### config.mk
export PLATFORM = sky130hd
export DESIGN_NAME = sd_sector_bridge
export DESIGN_NICKNAME = d
export VERILOG_FILES = /design/src/rtl/sd_sector_bridge_pkg.sv /design/src/rtl/sd_sector_ram.sv /design/src/rtl/sd_sector_bridge.sv
export SDC_FILE = /design/constraint.sdc
export NUM_CORES = 2
export LEC_CHECK = 0
export BUFFER_PORTS_ARGS = -buffer_cell sky130_fd_sc_hd__buf_2
export CAP_MARGIN = 20
export CORE_MARGIN = 3
export CORE_UTILIZATION = 25
export DETAILED_ROUTE_END_ITERATION = 10
export PLACE_DENSITY = 0.39
export SETUP_SLACK_MARGIN = 0.3
export SLEW_MARGIN = 20
export SYNTH_ARGS = -nofsm -noshare
export SYNTH_HDL_FRONTEND = slang
export SYNTH_SLANG_ARGS = --single-unit
### constraint.sdc
create_clock -name clk -period 8.6 [get_ports clk]
set_input_delay 1.72 -clock clk [delete_from_list [all_inputs] [get_ports clk]]
set_output_delay 1.72 -clock clk [all_outputs]
set_load 0.01 [all_outputs]
### src/rtl/sd_sector_bridge_pkg.sv
// rtl/sd_sector_bridge_pkg.sv - shared constants and types for the SD sector bridge
package sd_sector_bridge_pkg;

  localparam int SECTOR_BYTES = 512;

  localparam logic [11:0] REG_LBA    = 12'h200;
  localparam logic [11:0] REG_CMD    = 12'h204;
  localparam logic [11:0] REG_STATUS = 12'h208;
  localparam logic [11:0] REG_CLEAR  = 12'h20C;

  localparam logic [31:0] CMD_READ  = 32'd1;
  localparam logic [31:0] CMD_WRITE = 32'd2;

  localparam int STAT_BUSY  = 0;
  localparam int STAT_READY = 1;
  localparam int STAT_ERR   = 2;
  localparam int STAT_DONE  = 3;

  typedef enum logic [1:0] {
    ST_IDLE   = 2'd0,
    ST_ISSUE  = 2'd1,
    ST_XFER   = 2'd2,
    ST_FINISH = 2'd3
  } state_e;

  function automatic logic is_buf_addr(input logic [11:0] addr);
    return addr < 12'(SECTOR_BYTES);
  endfunction

endpackage

### src/rtl/sd_sector_ram.sv
// rtl/sd_sector_ram.sv - 512x8 sector buffer
// Single port, synchronous read with one cycle of latency.
module sd_sector_ram
  import sd_sector_bridge_pkg::*;
(
  input  logic       clk,
  input  logic       we,
  input  logic [8:0] addr,
  input  logic [7:0] wdata,
  output logic [7:0] rdata_q
);

  logic [7:0] mem [SECTOR_BYTES];

  always_ff @(posedge clk) begin
    if (we) begin
      mem[addr] <= wdata;
    end
    rdata_q <= mem[addr];
  end

endmodule

### src/rtl/sd_sector_bridge.sv
// rtl/sd_sector_bridge.sv - bus-mapped sector buffer driving a byte-wide SD controller
// The bus owns the buffer while idle; the transfer FSM owns it otherwise.
module sd_sector_bridge
  import sd_sector_bridge_pkg::*;
#(
  parameter logic [23:0] TIMEOUT_CYCLES = 24'd10_000_000
) (
  input  logic        clk,
  input  logic        reset,
  input  logic        req,
  input  logic        wen,
  input  logic [11:0] a,
  input  logic [31:0] d,
  output logic [31:0] q,
  output logic        ack,
  output logic        irq,
  output logic        sd_rd,
  output logic        sd_wr,
  output logic [31:0] sd_address,
  output logic [7:0]  sd_din,
  input  logic [7:0]  sd_dout,
  input  logic        sd_byte_available,
  input  logic        sd_ready_for_next_byte,
  input  logic        sd_ready
);

  state_e      state_q, state_d;
  logic [8:0]  ptr_q, ptr_d;
  logic [11:0] count_q, count_d;
  logic [23:0] wd_q, wd_d;
  logic [31:0] lba_q, lba_d;
  logic [31:0] addr_q, addr_d;
  logic        done_q, done_d;
  logic        err_q, err_d;
  logic        sd_rd_q, sd_rd_d;
  logic        sd_wr_q, sd_wr_d;
  logic        op_wr_q, op_wr_d;
  logic        cmd_seen_q, cmd_seen_d;
  logic        ack_q, ack_d;
  logic        rd_buf_q, rd_buf_d;
  logic [31:0] rdata_q, rdata_d;
  logic        avail_prev_q, rnb_prev_q, rdy_prev_q;

  logic        ram_we;
  logic [8:0]  ram_addr;
  logic [7:0]  ram_wdata;
  logic [7:0]  ram_rdata;

  logic        idle;
  logic        byte_rise, rnb_rise, rdy_rise;
  logic        cmd_wr;
  logic [8:0]  ptr_inc;
  logic [11:0] count_inc;

  assign idle      = (state_q == ST_IDLE);
  assign byte_rise = sd_byte_available & ~avail_prev_q;
  assign rnb_rise  = sd_ready_for_next_byte & ~rnb_prev_q;
  assign rdy_rise  = sd_ready & ~rdy_prev_q;
  assign cmd_wr    = req & wen & (a == REG_CMD) & ((d == CMD_READ) | (d == CMD_WRITE));
  assign ptr_inc   = (ptr_q == 9'(SECTOR_BYTES - 1)) ? ptr_q : ptr_q + 9'd1;
  assign count_inc = (&count_q) ? count_q : count_q + 12'd1;

  sd_sector_ram u_ram (
    .clk    (clk),
    .we     (ram_we),
    .addr   (ram_addr),
    .wdata  (ram_wdata),
    .rdata_q(ram_rdata)
  );

  always_comb begin
    state_d    = state_q;
    ptr_d      = ptr_q;
    count_d    = count_q;
    wd_d       = wd_q;
    lba_d      = lba_q;
    addr_d     = addr_q;
    done_d     = done_q;
    err_d      = err_q;
    sd_rd_d    = sd_rd_q;
    sd_wr_d    = sd_wr_q;
    op_wr_d    = op_wr_q;
    cmd_seen_d = cmd_seen_q;
    ack_d      = req;
    rd_buf_d   = 1'b0;
    rdata_d    = 32'd0;
    ram_we     = 1'b0;
    ram_addr   = ptr_q;
    ram_wdata  = sd_dout;

    if (req) begin
      if (wen) begin
        if (a == REG_LBA) lba_d = d;
        if (a == REG_CLEAR) begin
          done_d = 1'b0;
          err_d  = 1'b0;
        end
      end else if (is_buf_addr(a)) begin
        rd_buf_d = idle;
      end else begin
        case (a)
          REG_LBA:    rdata_d = lba_q;
          REG_STATUS: begin
            rdata_d[STAT_BUSY]  = ~idle;
            rdata_d[STAT_READY] = sd_ready;
            rdata_d[STAT_ERR]   = err_q;
            rdata_d[STAT_DONE]  = done_q;
          end
          default:    rdata_d = 32'd0;
        endcase
      end
    end

    if (idle) begin
      ram_addr  = a[8:0];
      ram_wdata = d[7:0];
      ram_we    = req & wen & is_buf_addr(a);
    end

    if (cmd_wr && !idle) err_d = 1'b1;

    case (state_q)
      ST_IDLE: begin
        if (cmd_wr) begin
          if (sd_ready) begin
            state_d    = ST_ISSUE;
            ptr_d      = 9'd0;
            count_d    = 12'd0;
            wd_d       = 24'd0;
            done_d     = 1'b0;
            cmd_seen_d = 1'b0;
            addr_d     = lba_q;
            op_wr_d    = (d == CMD_WRITE);
            sd_wr_d    = (d == CMD_WRITE);
            sd_rd_d    = (d == CMD_READ);
          end else begin
            err_d = 1'b1;
          end
        end
      end
      ST_ISSUE: begin
        if (!sd_ready) begin
          sd_rd_d = 1'b0;
          sd_wr_d = 1'b0;
          state_d = ST_XFER;
        end
      end
      ST_XFER: begin
        // The controller's first write-byte request belongs to its command phase.
        if (op_wr_q) begin
          if (rnb_rise) begin
            if (!cmd_seen_q) begin
              cmd_seen_d = 1'b1;
            end else begin
              ptr_d   = ptr_inc;
              count_d = count_inc;
            end
          end
        end else if (byte_rise) begin
          ram_we  = (count_q < 12'(SECTOR_BYTES));
          ptr_d   = ptr_inc;
          count_d = count_inc;
        end
        if (rdy_rise) state_d = ST_FINISH;
      end
      ST_FINISH: begin
        if (count_q != 12'(SECTOR_BYTES)) err_d = 1'b1;
        done_d  = 1'b1;
        state_d = ST_IDLE;
      end
      default: state_d = ST_IDLE;
    endcase

    if (state_q == ST_ISSUE || state_q == ST_XFER) begin
      if (wd_q + 24'd1 == TIMEOUT_CYCLES) begin
        err_d   = 1'b1;
        done_d  = 1'b1;
        sd_rd_d = 1'b0;
        sd_wr_d = 1'b0;
        state_d = ST_IDLE;
      end else begin
        wd_d = wd_q + 24'd1;
      end
    end
  end

  always_ff @(posedge clk) begin
    if (reset) begin
      state_q      <= ST_IDLE;
      ptr_q        <= 9'd0;
      count_q      <= 12'd0;
      wd_q         <= 24'd0;
      lba_q        <= 32'd0;
      addr_q       <= 32'd0;
      done_q       <= 1'b0;
      err_q        <= 1'b0;
      sd_rd_q      <= 1'b0;
      sd_wr_q      <= 1'b0;
      op_wr_q      <= 1'b0;
      cmd_seen_q   <= 1'b0;
      ack_q        <= 1'b0;
      rd_buf_q     <= 1'b0;
      rdata_q      <= 32'd0;
      avail_prev_q <= 1'b0;
      rnb_prev_q   <= 1'b0;
      rdy_prev_q   <= 1'b0;
    end else begin
      state_q      <= state_d;
      ptr_q        <= ptr_d;
      count_q      <= count_d;
      wd_q         <= wd_d;
      lba_q        <= lba_d;
      addr_q       <= addr_d;
      done_q       <= done_d;
      err_q        <= err_d;
      sd_rd_q      <= sd_rd_d;
      sd_wr_q      <= sd_wr_d;
      op_wr_q      <= op_wr_d;
      cmd_seen_q   <= cmd_seen_d;
      ack_q        <= ack_d;
      rd_buf_q     <= rd_buf_d;
      rdata_q      <= rdata_d;
      avail_prev_q <= sd_byte_available;
      rnb_prev_q   <= sd_ready_for_next_byte;
      rdy_prev_q   <= sd_ready;
    end
  end

  // Buffer reads arrive straight from the RAM's registered output in the ack cycle.
  assign q          = ack_q ? (rd_buf_q ? {24'd0, ram_rdata} : rdata_q) : 32'd0;
  assign ack        = ack_q;
  assign irq        = done_q;
  assign sd_rd      = sd_rd_q;
  assign sd_wr      = sd_wr_q;
  assign sd_address = addr_q;
  assign sd_din     = (op_wr_q && !idle) ? ram_rdata : 8'd0;

endmodule

==> reports/metrics.cfg <==
[setup_path]
critPathMaxFanout=52
crit_slowest_cell=mux2_8
endpoint_kind=register
cp-start-kind=register
worst_ep_required_time_ns=9.39
critPathMaxStageDelay_ns=0.97
path_cells=inv_1 -> ha_4 -> mux2_8 -> buf_4 -> buf_4 -> mux2i_1 -> o22ai_1 -> o41ai_1 -> a41oi_1 -> a2111oi_0 -> o211ai_1
setup.worst_path.class=reg -> reg
cp_common_cell=buf_4
arrival_ns=7.34

[timing]
tightestPinTransition_ns=1.231
worst_slack_ns=2.048
slew-limit-headroom_pct=17.18
grt_setup_unrepaired=false
hold_viol_final=0
holdWs_ns=0.4469
slew_viol_final=0
skew_ns=0.07964
setup_viol=0
finalCriticalPeriod_ns=6.552
setup-tns-final_ns=0
period_share_pct=76.19
clock.fmax_mhz=152.6

[place]
dp_hpwl_mm=333.5
port_buffers=134
place.gp.congestion=0.7832
place_ws_ns=1.633
post_dp_cell_area_um2=177400

[pwr]
p_int_uw=34720
clock_power_share_pct=44.3
powerDensity_nw_per_um2=232.3
netSwitchingFraction_pct=22.41
power.leakage_uw=0.06136
p_seq_share_pct=50.9
vdd_drop_max_v=0.0001673
p_sw_uw=10030
p_comb_share_pct=4.8

[clocking]
cts_made_buffers=469
cts_tree=done
post_cts_buffers=0
cts_buffer_depth=4
postCtsHoldBufs=0
clk_latency_ns=1.01
h-tree-depth=5
post_cts_resized=0
path_clk_slew_ns=0.06
clock_sinks=4258
clock-root-buffer=clkbuf_16

[floorplanning]
chipWidth_um=816.5
start_util_pct=25.10
ios=135
coreArea_um2=654400
rows=297
die-area_um2=666700
die_h_um=816.5

[global_route]
grt_pass1_vias=88380
grt_pass1_wl_mm=755.6
gr-usage-all-layers_pct=15.98
antenna_found_initial=43
grt_max_degree=156
grt_overflow=0

[routing]
dr.pass1.iters=6
wl_met3_mm=30.56
wl_met2_mm=262.7
wirelength_mm=551.3
drt-wirelength-per-cell_um=29.98
m1WireLength_mm=246.5
top_layer=met4
antenna_left=0
vias=87250
drt_iter0_drc=8467
drc=0
routed_via_density=4.744

[synthesis]
ys_seq_area_share_pct=76.87
ys_ff_latch=4258
syn_area_um2=164200
synth_top_area_share_pct=74.89
synth_enable_flop_cells=4096
ys_types=80
synthesis.instances=8925
ys_top_cells_by_area=edfxtp_1, mux2i_1, mux4_2
yosysWarnings=0
async_flop_share_pct=0
postSynthNetCount=8994
synth_flop_cell=edfxtp_1
synth_top_area_cell=edfxtp_1
syn_area_per_cell_um2=18.40

[worst_hold_path]
worstHoldPathType=reg -> reg

[run]
drv_cap=0

[finish]
final_util_pct=29.43
fin_area_um2=192600
fin_nets=9371
fillCellCount=64000
regArea_um2=126200
multi_input_area_um2=36220
synthToLayoutAreaGrowth_pct=17.29
drive_gt1_share_pct=17.35

[outcome]
status=finished, final reports clean

## cell families (layout without fill, tap and decap cells)
kind of cell,count (synthesis),in the layout,share of synthesized area [%]
other,0,14,0
flip-flops,4258,4258,76.87
XOR/XNOR,28,28,0.1493
adder cells (fa/ha/maj),10,10,0.07619
AO/OA/AOI/OAI,1151,1151,4.605
buffers and inverters,582,1363,1.488
multiplexers,1617,1617,13.35
AND/OR/NAND/NOR,1279,1279,3.460
## synthesized netlist by cell type (all sizes together) (7+ instances only)
cell / number
nor4: 84
a41oi: 16
a22oi: 157
nand2: 354
mux4: 458
edfxtp: 4096
or4: 14
xnor2: 17
a21oi: 200
nor3: 18
mux2i: 1148
o21ai: 21
o41ai: 79
xor2: 11
nand4: 50
clkbuf: 261
mux2: 11
buf: 303
nand3: 35
a221oi: 8
a221o: 7
nor2b: 18
dfxtp: 162
and2: 69
nor2: 581
and3: 17
ha: 10
a31oi: 9
inv: 17
o22ai: 596
## layout make-up
| cell class | instances | share of cell area [%] |
|---|---|---|
| Sequential cell | 4258 | 65.54 |
| Multi-Input combinational cell | 4085 | 18.80 |
| Clock buffer | 589 | 6.385 |
| Tap cell | 8671 | 5.632 |
| Timing Repair Buffer | 470 | 2.105 |
| Clock inverter | 286 | 1.481 |
| Inverter | 18 | 0.03508 |
| Antenna cell | 14 | 0.01819 |
## metrics by stage
step,power (µW),std cells
6_report,44750,18390
5_1_grt,46160,18380
4_1_cts,45290,18380
3_5_place_dp,25380,17500
3_3_place_gp,25360,17500
2_1_floorplan,24320,8925
## final timing paths
path / from / end / slack, ns / depth (start not counted)
max: state_q[0] / u_ram.rdata_q[7] / 2.05 / 11
min: sd_address[10] / sd_address[10] / 0.45 / 2
max reg2reg: state_q[0] / u_ram.rdata_q[7] / 2.05 / 11
min reg2reg: sd_address[10] / sd_address[10] / 0.45 / 2
## power by group through the flow
stage / logic, µW / clock network, µW / registers, µW
6_report: 2130 / 19800 / 22800
5_1_grt: 2240 / 21200 / 22800
4_1_cts: 2180 / 20300 / 22800
3_5_place_dp: 2170 / 0 / 23200
3_3_place_gp: 2150 / 0 / 23200
2_1_floorplan: 1080 / 0 / 23200
## registers in the layout (all words and copies together) (netlist names)
name / cells
rdy_prev_q: 1
ack: 1
rdata_q: 32
cmd_seen_q: 1
count_q: 12
rnb_prev_q: 1
op_wr_q: 1
lba_q: 32
err_q: 1
sd_wr: 1
wd_q: 24
irq: 1
u_ram.rdata_q: 8
rd_buf_q: 1
u_ram.mem: 4096
state_q: 2
avail_prev_q: 1
sd_address: 32
sd_rd: 1
ptr_q: 9
## worst max-delay path, delay by kind of cell, from the launching register on
family | cells | cell delay (ns)
fa+ha+maj | 1 | 0.76
flops | 1 | 0.35
mux | 2 | 1.22
compound gates | 5 | 2.52
buf+inv | 3 | 1.33
## placed cells by master, fill, tap and decap left out, types with 68 or more instances in the layout
cell          n
nor2_1      575
edfxtp_1   4096
mux4_2      458
clkbuf_1    111
dfxtp_1     162
clkbuf_16   471
o41ai_1      75
clkinv_2     98
and2_1       68
a22oi_1     157
nor4_1       72
nand2_1     334
clkinv_1    105
a21oi_1     195
mux2i_1    1147
o22ai_1     594
buf_4       265
buf_2       134
## routing by layer
layer  up-vias  GRT usage, %
met5         -             0
met4         0         3.278
met3       601         2.359
met2      2661         26.32
met1     47030         22.44
li1      36970             -
No activity file was read; power rests on OpenSTA's default activity.
